===== src/rtl/fetch_queue_if.sv =====
// Fetch <-> decode / instruction-memory signal bundle.
// master: the fetch queue itself; slave: decode plus instruction memory.
interface fetch_queue_if #(
    parameter int ADDRESS_BITS = 16
);
    logic                    next_PC_select;
    logic [ADDRESS_BITS-1:0] target_PC;
    logic                    inst_ready;
    logic                    imem_req;
    logic [ADDRESS_BITS-1:0] imem_addr;
    logic [31:0]             imem_rdata;
    logic [ADDRESS_BITS-1:0] PC;
    logic [31:0]             instruction;
    logic                    inst_valid;

    modport master (
        input  next_PC_select, target_PC, inst_ready, imem_rdata,
        output imem_req, imem_addr, PC, instruction, inst_valid
    );

    modport slave (
        output next_PC_select, target_PC, inst_ready, imem_rdata,
        input  imem_req, imem_addr, PC, instruction, inst_valid
    );
endinterface


===== src/rtl/fetch_queue.sv =====
// Fetch stage: sequential PC generation, fixed one-cycle-latency imem reads,
// a small circular instruction queue towards decode, and redirect flushing.
module fetch_queue #(
    parameter int                        ADDRESS_BITS = 16,
    parameter logic [ADDRESS_BITS-1:0]   RESET_PC     = '0,
    parameter int                        DEPTH        = 2,
    parameter logic [31:0]               NOP          = 32'h00000013
) (
    input  logic          clock,
    input  logic          reset,
    fetch_queue_if.master bus
);
    localparam int PW = (DEPTH > 1) ? $clog2(DEPTH) : 1;
    localparam int CW = $clog2(DEPTH + 1);

    logic [ADDRESS_BITS-1:0] r_fetch_pc;
    logic [ADDRESS_BITS-1:0] r_tag;
    logic                    r_inflight;
    logic                    r_run;
    logic [PW-1:0]           r_head;
    logic [PW-1:0]           r_tail;
    logic [CW-1:0]           r_count;
    logic [ADDRESS_BITS-1:0] r_q_pc   [DEPTH];
    logic [31:0]             r_q_inst [DEPTH];

    logic                    w_redirect;
    logic                    w_valid;
    logic                    w_pop;
    logic                    w_push;
    logic                    w_issue;
    logic [CW:0]             w_occ;
    logic [ADDRESS_BITS-1:0] w_target;

    assign w_redirect = bus.next_PC_select;
    assign w_target   = bus.target_PC & ~ADDRESS_BITS'(3);
    assign w_valid    = (r_count != '0);
    assign w_pop      = w_valid & bus.inst_ready;
    // The returning word lands in the slot its issue reserved.
    assign w_push     = r_inflight & ~w_redirect;
    // Slots already claimed after this edge's pop; issue only if one is free.
    assign w_occ      = {1'b0, r_count} + (CW+1)'(r_inflight) - (CW+1)'(w_pop);
    // r_run holds off the first request until one edge after reset release.
    assign w_issue    = r_run & ~w_redirect & (w_occ < (CW+1)'(DEPTH));

    assign bus.imem_req    = w_issue;
    assign bus.imem_addr   = r_fetch_pc;
    assign bus.inst_valid  = w_valid;
    assign bus.PC          = w_valid ? r_q_pc[r_head]   : '0;
    assign bus.instruction = w_valid ? r_q_inst[r_head] : NOP;

    // Fetch PC, in-flight tracking and queue pointers; redirect beats everything.
    always_ff @(posedge clock or negedge reset) begin
        if (!reset) begin
            r_fetch_pc <= RESET_PC;
            r_tag      <= RESET_PC;
            r_inflight <= 1'b0;
            r_run      <= 1'b0;
            r_head     <= '0;
            r_tail     <= '0;
            r_count    <= '0;
        end else begin
            r_run <= 1'b1;
            if (w_redirect) begin
                r_fetch_pc <= w_target;
                r_inflight <= 1'b0;
                r_head     <= '0;
                r_tail     <= '0;
                r_count    <= '0;
            end else begin
                r_inflight <= w_issue;
                if (w_issue) begin
                    r_fetch_pc <= r_fetch_pc + ADDRESS_BITS'(4);
                    r_tag      <= r_fetch_pc;
                end
                if (w_push) r_tail <= r_tail + PW'(1);
                if (w_pop)  r_head <= r_head + PW'(1);
                if (w_push && !w_pop)      r_count <= r_count + CW'(1);
                else if (!w_push && w_pop) r_count <= r_count - CW'(1);
            end
        end
    end

    // Queue storage; contents are only visible through a non-zero count.
    always_ff @(posedge clock) begin
        if (w_push) begin
            r_q_pc[r_tail]   <= r_tag;
            r_q_inst[r_tail] <= bus.imem_rdata;
        end
    end
endmodule


===== src/flat_wrapper.sv =====
// flat-port wrapper written by rule: the top's interface ports become plain ports
module fetch_queue_flat 
#(
    parameter int                        ADDRESS_BITS = 16,
    parameter logic [ADDRESS_BITS-1:0]   RESET_PC     = '0,
    parameter int                        DEPTH        = 2,
    parameter logic [31:0]               NOP          = 32'h00000013
)
  (clock, reset, bus_next_PC_select, bus_target_PC, bus_inst_ready, bus_imem_rdata, bus_imem_req, bus_imem_addr, bus_PC, bus_instruction, bus_inst_valid);
  fetch_queue_if #(.ADDRESS_BITS(ADDRESS_BITS)) bus_i ();
  input  logic clock;
  input  logic reset;
  input wire logic [$bits(bus_i.next_PC_select)-1:0] bus_next_PC_select;
  input wire logic [$bits(bus_i.target_PC)-1:0] bus_target_PC;
  input wire logic [$bits(bus_i.inst_ready)-1:0] bus_inst_ready;
  input wire logic [$bits(bus_i.imem_rdata)-1:0] bus_imem_rdata;
  output wire logic [$bits(bus_i.imem_req)-1:0] bus_imem_req;
  output wire logic [$bits(bus_i.imem_addr)-1:0] bus_imem_addr;
  output wire logic [$bits(bus_i.PC)-1:0] bus_PC;
  output wire logic [$bits(bus_i.instruction)-1:0] bus_instruction;
  output wire logic [$bits(bus_i.inst_valid)-1:0] bus_inst_valid;
  assign bus_i.next_PC_select = bus_next_PC_select;
  assign bus_i.target_PC = bus_target_PC;
  assign bus_i.inst_ready = bus_inst_ready;
  assign bus_i.imem_rdata = bus_imem_rdata;
  assign bus_imem_req = bus_i.imem_req;
  assign bus_imem_addr = bus_i.imem_addr;
  assign bus_PC = bus_i.PC;
  assign bus_instruction = bus_i.instruction;
  assign bus_inst_valid = bus_i.inst_valid;
  fetch_queue #(.ADDRESS_BITS(ADDRESS_BITS), .RESET_PC(RESET_PC), .DEPTH(DEPTH), .NOP(NOP)) u_core (.clock(clock), .reset(reset), .bus(bus_i));
endmodule

===== config.mk =====
export PLATFORM = sky130hd
export DESIGN_NAME = fetch_queue_flat
export DESIGN_NICKNAME = d
export VERILOG_FILES = /design/src/rtl/fetch_queue_if.sv /design/src/rtl/fetch_queue.sv /design/src/flat_wrapper.sv
export SDC_FILE = /design/constraint.sdc
export NUM_CORES = 1
export LEC_CHECK = 0
export BUFFER_PORTS_ARGS = -buffer_cell sky130_fd_sc_hd__buf_2
export CAP_MARGIN = 20
export CORE_ASPECT_RATIO = 0.7
export CORE_MARGIN = 2
export CORE_UTILIZATION = 53
export DETAILED_ROUTE_END_ITERATION = 16
export PLACE_DENSITY = 0.79
export SYNTH_ARGS = -nofsm -noshare
export SYNTH_HDL_FRONTEND = slang
export SYNTH_SLANG_ARGS = --single-unit

===== constraint.sdc =====
create_clock -name clock -period 5.48 [get_ports clock]
set_clock_uncertainty 0.15 [all_clocks]
set_input_delay 1.096 -clock clock [delete_from_list [all_inputs] [get_ports clock]]
set_output_delay 1.096 -clock clock [all_outputs]
set_load 0.01 [all_outputs]

## After elaboration in Yosys (flattened, before gate mapping)

Memories as Yosys holds them, arrays and structs flattened.
Cells that the tools add are included.
W data, S select, Z words.

| word-level totals | value |
|---|---|
| register bits | 38 |
| RAM bits | 96 |
| bits of input ports | 52 |
| logic and storage cells | 46 |
| memories kept | 2 |

| cells by class | value |
|---|---|
| $add $sub $neg | 7 |
| $lt $le $gt $ge | 1 |
| mux-type cells | 14 |
| bitwise operators | 5 |
| reductions and logical operators | 10 |

Memory list:

| memory | words | bits a word | rd ports | clocked after Yosys merged registers in | wr ports | RTL line | RTL |
|---|---|---|---|---|---|---|---|
| u_core.r_q_inst | 2 | 32 | 1 | 0 | 1 | fetch_queue.sv:24 | `logic [31:0] r_q_inst [DEPTH];` |
| u_core.r_q_pc | 2 | 16 | 1 | 0 | 1 | fetch_queue.sv:23 | `logic [ADDRESS_BITS-1:0] r_q_pc [DEPTH];` |

Operator list:

| operator | number |
|---|---|
| $mux W16 | 3 |
| $mux W32 | 1 |
| $add A16 B3 Y16 const B | 1 |
| $reduce_bool A2 Y1 | 4 |
| $mux W1 | 7 |
| $mux W2 | 3 |
| $and A1 B1 Y1 | 4 |
| $add A2 B1 Y3 | 1 |
| $lt A3 B2 Y1 const B | 1 |
| $reduce_bool A3 Y1 | 1 |
| $sub A3 B1 Y3 | 1 |
| $add A1 B1 Y1 const B | 2 |
| $add A2 B1 Y2 const B | 1 |
| $logic_and A1 B1 Y1 | 2 |
| $logic_not A1 Y1 | 2 |
| $reduce_and A2 Y1 | 1 |
| $sub A2 B1 Y2 const B | 1 |
| $not A1 Y1 | 1 |

## Depth between registers and ports, before layout

Gate-level depths: netlist (run 1).

| depth | value |
|---|---|
| depth in word-level cells | 7 |
| gate-level depth with buffers | 11 |
| depth with buffers taken out | 8 |

## Least setup slack after synthesis (run 1)

Ideal clock, no wire load.

| timing path | value |
|---|---|
| kind | input to register |
| start | input port bus_next_PC_select |
| end | memory u_core.r_q_inst[0][0], enable pin |
| setup time | 0.516 ns |
| arrival time | 4.931 ns |
| setup slack | -0.117 ns |
| stages on the path | 3 |
| buffers on the path | 2 |
| cells stage by stage | clkbuf_1 clkbuf_1 nor3b_1 |

| between the ends | value |
|---|---|
| word-level cells in the longest chain between the ends | 4 |

Ends and longest elaborated chain:

| item | RTL line | RTL |
|---|---|---|
| start: declaration | flat_wrapper.sv:13 | `input wire logic [$bits(bus_i.next_PC_select)-1:0] bus_next_PC_select;` |
| $not A1 Y1 (no source line) | - |  |
| $and A1 B1 Y1 | fetch_queue.sv:39 | `assign w_push = r_inflight & ~w_redirect;` |
| $mux W1 | fetch_queue.sv:85 | `if (w_push) begin` |
| $mux W1 (not written as such) | fetch_queue.sv:87 | `r_q_inst[r_tail] <= bus.imem_rdata;` |
| end: declaration | fetch_queue.sv:24 |  |

Every way passes these cells.

## Final worst setup path (run 1)

| timing path | value |
|---|---|
| start | input port bus_inst_ready |
| end | output port bus_imem_req |

| between the ends | value |
|---|---|
| word-level cells in the longest chain between the ends | 4 |

Ends and longest elaborated chain:

| item | RTL line | RTL |
|---|---|---|
| start: declaration | flat_wrapper.sv:15 | `input wire logic [$bits(bus_i.inst_ready)-1:0] bus_inst_ready;` |
| $and A1 B1 Y1 | fetch_queue.sv:37 | `assign w_pop = w_valid & bus.inst_ready;` |
| $sub A3 B1 Y3 | fetch_queue.sv:41 | `assign w_occ = {1'b0, r_count} + (CW+1)'(r_inflight) - (CW+1)'(w_pop);` |
| $lt A3 B2 Y1 | fetch_queue.sv:43 | `assign w_issue = r_run & ~w_redirect & (w_occ < (CW+1)'(DEPTH));` |
| $and A1 B1 Y1 | fetch_queue.sv:43 |  |
| end: declaration | flat_wrapper.sv:17 | `output wire logic [$bits(bus_i.imem_req)-1:0] bus_imem_req;` |

Every way passes these cells.

==> flow_summary.yaml, run 1 <==
run_status:
  status: "finished, final reports clean"
drt:
  first_pass_iters: 4
  postRouteAntennaNets: 0
  routed-via-count: 3348
  wl_um: 9990
  drt_iter0_drc: 220
  drc_errors: 0
  viasPerCell: 5.30
  post_drt_wl_per_cell_um: 15.8
global_route:
  grt_pass1_vias: 3260
  groute.usage.overall: 0.200
  grt_pass1_wl_um: 15800
  grt_max_degree: 47
  antenna_found_initial: 0
  gr-total-overflow: 0
floorplan:
  die_area_um2: 10500
  die_w_um: 121
  ios: 118
  coreArea_um2: 9220
  start_util: 0.555
  die_h_um: 86.2
  fp-row-count: 29
critical_path:
  critPathMaxFanout: 15
  r2r_end: "u_core.bus.imem_addr[13]$_DFFE_PN0P_"
  critPathLaunchType: "primary input"
  crit_buf_inv: 3
  crit_family: "simple AND/OR/NAND/NOR gates"
  crit_path_frequent_cell: "buf_2"
  critPathSlowestCell: "fa_1"
  end_kind: "output pin"
  slowest_delay_ps: 430
  regToRegSetupSlack_ps: 2420
  path_cells: "buf_2 -> nor2b_1 -> o21ai_0 -> fa_1 -> xor2_2 -> or3_1 -> inv_2 -> buf_2"
  critPathKind: "primary input to output pin"
  arrival_ps: 3090
  reg2reg_from: "u_core.r_inflight$_DFF_PN0_"
  cp.required_ps: 4230
  rr_worst_depth: 8
layout:
  drive_gt1_frac: 0.289
  antennaDiodeCount: 0
  layout_common_cells: "buf_2 (111), edfxtp_1 (92), nand2_1 (57), nor2_1 (48), mux2i_1 (47)"
  final_common_cell: "buf_2"
  final_nets: 550
  area_delta_synth_final_pct: 24.2
  fin_area_um2: 6360
synth:
  synth.avg_cell_area_um2: 13.5
  synthCells: 378
  ys_types: 36
  ys_seq_area_frac: 0.706
  yosys_register_bits: 126
  syn_area_um2: 5120
  ys_warn_count: 0
timing:
  setup_violations: 0
  worstMarginPinSlew_ps: 771
  period_needed_ps: 4330
  final-hold-violation-count: 0
  maxSlewViolCount: 0
  rsz0062_at_grt: "no"
  period_share: 0.790
  clock.fmax_ghz: 0.231
  finalSetupTns_ps: 0
  relSlewSlack: 0.486
min_path:
  hp-class: "register to register"
  min_path_cells: 0
  min_from: "u_core.r_tag[6]$_DFFE_PN0P_"
  min_to: "u_core.r_q_pc[1][6]$_DFFE_PP_"
clocking:
  path_clk_slew_ps: 50
  cts_inserted_buffers: 17
  post_cts_buffers: 0
  cts_root_buf: "clkbuf_16"
  clkLatencyLatePin_ps: 400
  cts.path.max_buffers: 2
  clock_sinks: 126
  h-tree-depth: 4
  holdBufCountCts: 0
  post_cts_resized: 0
  cts_tree: "yes"
pwr:
  ir_worst_vdd_mv: 0.350
  p_per_area_nw_per_um2: 372
  leakage_nw: 2.57
place:
  place_congestion: 0.918
  hpwl_um: 6420
  post_dp_cell_area_um2: 5790
  numPortBuffers: 111
job:
  cap_violations: 0
## cell type report
| cell class | count | area (µm²) |
|---|---|---|
| sequential | 126 | 3610 |
| tap | 124 | 155 |
| fill | 707 | 2860 |
| clock inverter | 11 | 100 |
| multi-input combinational | 228 | 1410 |
| clock buffer | 20 | 437 |
| inverter | 7 | 26.3 |
| timing repair buffer | 116 | 613 |
## registers in the layout (all words and copies together) (netlist names)
register / count
u_core.bus.imem_addr: 14
u_core.r_q_pc: 28
u_core.r_tail: 1
u_core.r_head: 1
u_core.r_tag: 14
u_core.r_inflight: 1
u_core.r_count: 2
u_core.r_q_inst: 64
u_core.r_run: 1
## kinds of logic (layout without fill, tap and decap cells)
group	Yosys count	after routing	synth area share
muxes	48	48	0.0941
adders and majority gates	2	2	0.00636
and+or+nand+nor	138	138	0.115
buffers and inverters	27	154	0.0244
xor gates and xnor gates	6	6	0.0117
AOI/OAI and AO/OA	29	29	0.0406
other	2	5	0.00147
DFF	126	126	0.706
## Yosys cell counts
library cell / count / area (µm²)
xor2_2: 1 / 16.3
nor4_1: 2 / 12.5
buf_2: 7 / 35.0
conb_1: 2 / 7.51
o311ai_1: 2 / 17.5
o311ai_0: 9 / 78.8
a221o_1: 3 / 30.0
or3_1: 4 / 25.0
nand2b_1: 1 / 6.26
nor2b_1: 2 / 12.5
a21oi_1: 1 / 5.00
inv_1: 6 / 22.5
xnor2_1: 4 / 35.0
nand3_1: 10 / 50.1
o221ai_1: 1 / 8.76
nor3b_1: 3 / 22.5
nand2_1: 57 / 214
and4_1: 1 / 8.76
or4_1: 1 / 7.51
edfxtp_1: 92 / 2760
dfrtp_1: 34 / 851
mux2i_1: 47 / 470
buf_1: 1 / 3.75
o21ai_0: 12 / 60.1
xor2_1: 1 / 8.76
inv_2: 1 / 3.75
nor2_1: 49 / 184
buf_4: 4 / 30.0
clkbuf_1: 8 / 30.0
nand4_1: 3 / 18.8
ha_1: 1 / 12.5
a22oi_1: 1 / 7.51
mux2_2: 1 / 11.3
fa_1: 1 / 20.0
and3_1: 3 / 18.8
nor3_1: 2 / 10.0
## how the worst max path moves through the flow
stage                         endpoint  slack (ps)      startpoint  depth (start not counted)
after CTS                 bus_imem_req        1170  bus_inst_ready                          8
after detailed placement  bus_imem_req        1170  bus_inst_ready                          8
after global placement    bus_imem_req        1250  bus_inst_ready                          8
final                     bus_imem_req        1150  bus_inst_ready                          8
after floorplan           bus_imem_req        1490  bus_inst_ready                          8
after global routing      bus_imem_req         990  bus_inst_ready                          8
## power by group
part	internal, W	total (W)	switching [W]	leakage (nW)
Sequential	0.00110	0.00115	0.0000528	1.26
Combinational	0.0000823	0.000199	0.000117	1.04
Clock	0.000654	0.00101	0.000360	0.267
## stage by stage
step	total power (W)	hold slack (ps)	utilization	std cells	setup WS, ps
floorplan	0.00127	292	-	381	1490
global placement	0.00136	305	0.629	600	1250
finish	0.00236	315	0.690	632	1150
global route	0.00245	327	0.690	632	993
detailed placement	0.00137	310	0.629	600	1170
CTS	0.00238	318	0.687	631	1170
## routing by layer
metal  vias to the layer above  global-route usage  wire length (µm)
met3                        14              0.0553               750
met5                         -                   0                 0
met1                      1611               0.268              4430
li1                       1602                   -                 -
met4                         0              0.0836               117
met2                       121               0.316              4690
No activity file was read; power rests on OpenSTA's default activity.
==> run 2, diff against run 1 <==
Settings changed: CORE_UTILIZATION 53 to 48, PLACE_DENSITY 0.79 to 0.75.
Clock period 5.48 ns to 3.9 ns, I/O delays scaled along.
==> run 2 against run 1 <==
- global-route usage is 0.96 points lower
- core utilization decreased by 6.1 points
- non-clock buffer count increased by 2
- critical path type unchanged
- critical endpoint unchanged
- largest cell class unchanged
- highest routed layer unchanged
==> flow_summary.yaml, run 2 (same netlist as run 1, synthesis figures left out) <==
global_route:
  gr-total-overflow: 0
  groute.usage.overall: 0.191
  grt_pass1_vias: 3314
  grt_max_degree: 45
  antenna_found_initial: 0
  grt_pass1_wl_um: 16800
clocking:
  clock_sinks: 126
  holdBufCountCts: 0
  cts_inserted_buffers: 17
  cts.path.max_buffers: 2
  post_cts_buffers: 0
  path_clk_slew_ps: 50
  cts_root_buf: "clkbuf_16"
  post_cts_resized: 0
  cts_tree: "yes"
  h-tree-depth: 4
  clkLatencyLatePin_ps: 410
place:
  hpwl_um: 6830
  placedCellCount: 611
  place_congestion: 0.830
  numPortBuffers: 111
floorplan:
  coreArea_um2: 10400
  ios: 118
  die_w_um: 127
  die_area_um2: 11500
  die_h_um: 90.4
  start_util: 0.494
  fp-row-count: 31
pwr:
  ir_worst_vdd_mv: 0.344
  seq_power_share: 0.442
  power_frac_clock: 0.479
  intPower_w: 0.00287
  finalPower_w: 0.00366
  switchingPower_w: 0.000784
  leakage_nw: 2.63
  p_per_area_nw_per_um2: 561
  comb_power_share: 0.079
  swShare: 0.215
timing:
  final-hold-violation-count: 0
  period_share: 0.883
  finalSetupTns_ps: 0
  rsz0062_at_grt: "no"
  worstMarginPinSlew_ps: 789
  maxSlewViolCount: 0
  setup_violations: 0
  clock.fmax_ghz: 0.290
  period_needed_ps: 3440
  relSlewSlack: 0.473
layout:
  regMostFlops: "u_core.r_q_inst"
  final_nets: 552
  layout_common_cells: "buf_2 (111), edfxtp_1 (92), nand2_1 (57), nor2_1 (48), mux2i_1 (47)"
  largest_reg_flops: 64
  largestRegisters: "u_core.r_q_inst x64, u_core.r_q_pc x28"
  antennaDiodeCount: 0
  instances_no_fill: 643
  area_delta_synth_final_pct: 27.2
  final_common_cell: "buf_2"
  drive_gt1_frac: 0.301
drt:
  drt_iter0_drc: 278
  first_pass_iters: 4
  routed-via-count: 3392
  viasPerCell: 5.28
  postRouteAntennaNets: 0
  post_drt_wl_per_cell_um: 16.5
  wl_um: 10600
  drc_errors: 0
critical_path:
  critPathLaunchType: "primary input"
  critPathMaxFanout: 8
  end_kind: "output pin"
  cp.required_ps: 2970
  regToRegSetupSlack_ps: 910
  critPathKind: "primary input to output pin"
  arrival_ps: 2510
run_status:
  status: "finished, final reports clean"
min_path:
  hp-class: "primary input to asynchronous set/reset pin"
job:
  cap_violations: 0
-- run 2: cell count changes in the layout (fill, tap and decap cells not counted), sizes merged --
cell      change
bufinv        +4
buf           +2
clkinvlp      +1
clkinv        -4
-- run 2: per-layer routing --
metal  vias to the layer above  global-route usage  share of wire
met1                      1641               0.257           0.45
met2                       133               0.299           0.47
li1                       1603                   -              -
met4                         0              0.0733          0.014
met5                         -                   0              0
met3                        15              0.0498          0.070
-- run 2: power by group through the flow --
stage	clock (W)	sequential [W]	combinational, W
3_3_place_gp	0	0.00163	0.000281
4_1_cts	0.00177	0.00161	0.000294
6_report	0.00175	0.00162	0.000289
3_5_place_dp	0	0.00164	0.000291
2_1_floorplan	0	0.00162	0.000169
5_1_grt	0.00184	0.00163	0.000323
-- run 2: worst max-delay path: stages --
cell     delay [ps]
buf_2           130
nor2b_1         190
o21ai_0         140
fa_1            430
xor2_2          240
or3_1           420
inv_2            70
buf_2           120
-- run 2: path summary, 6_finish.rpt --
check	start	to	depth (start not counted)
max	bus_inst_ready	bus_imem_req	8
min	reset	u_core.r_tag[11]$_DFFE_PN0P_	1
max reg2reg	u_core.r_inflight$_DFF_PN0_	u_core.bus.imem_addr[13]$_DFFE_PN0P_	8
min reg2reg	u_core.r_tag[9]$_DFFE_PN0P_	u_core.r_q_pc[1][9]$_DFFE_PP_	0
max in group asynchronous	reset	u_core.r_head$_DFFE_PN0P_	1
min in group clock	u_core.r_tag[9]$_DFFE_PN0P_	u_core.r_q_pc[1][9]$_DFFE_PP_	0
-- run 2: cell type report --
| cell class | instances | area (µm²) |
|---|---|---|
| Clock buffer | 20 | 447 |
| Sequential cell | 126 | 3610 |
| Timing Repair Buffer | 118 | 633 |
| Tap cell | 132 | 165 |
| Fill cell | 802 | 3840 |
| Multi-Input combinational cell | 228 | 1410 |
| Clock inverter | 12 | 215 |
| Inverter | 7 | 26.3 |
-- run 2: per-stage QoR --
step | hold WS (ps) | util | area [µm²] | worst slack [ps]
after floorplan | 292 | - | 5130 | 251
after global placement | 305 | 0.565 | 5850 | 516
after detailed placement | 307 | 0.565 | 5850 | 478
after CTS | 319 | 0.629 | 6510 | 446
after global routing | 346 | 0.629 | 6510 | 354
final | 301 | 0.629 | 6510 | 455
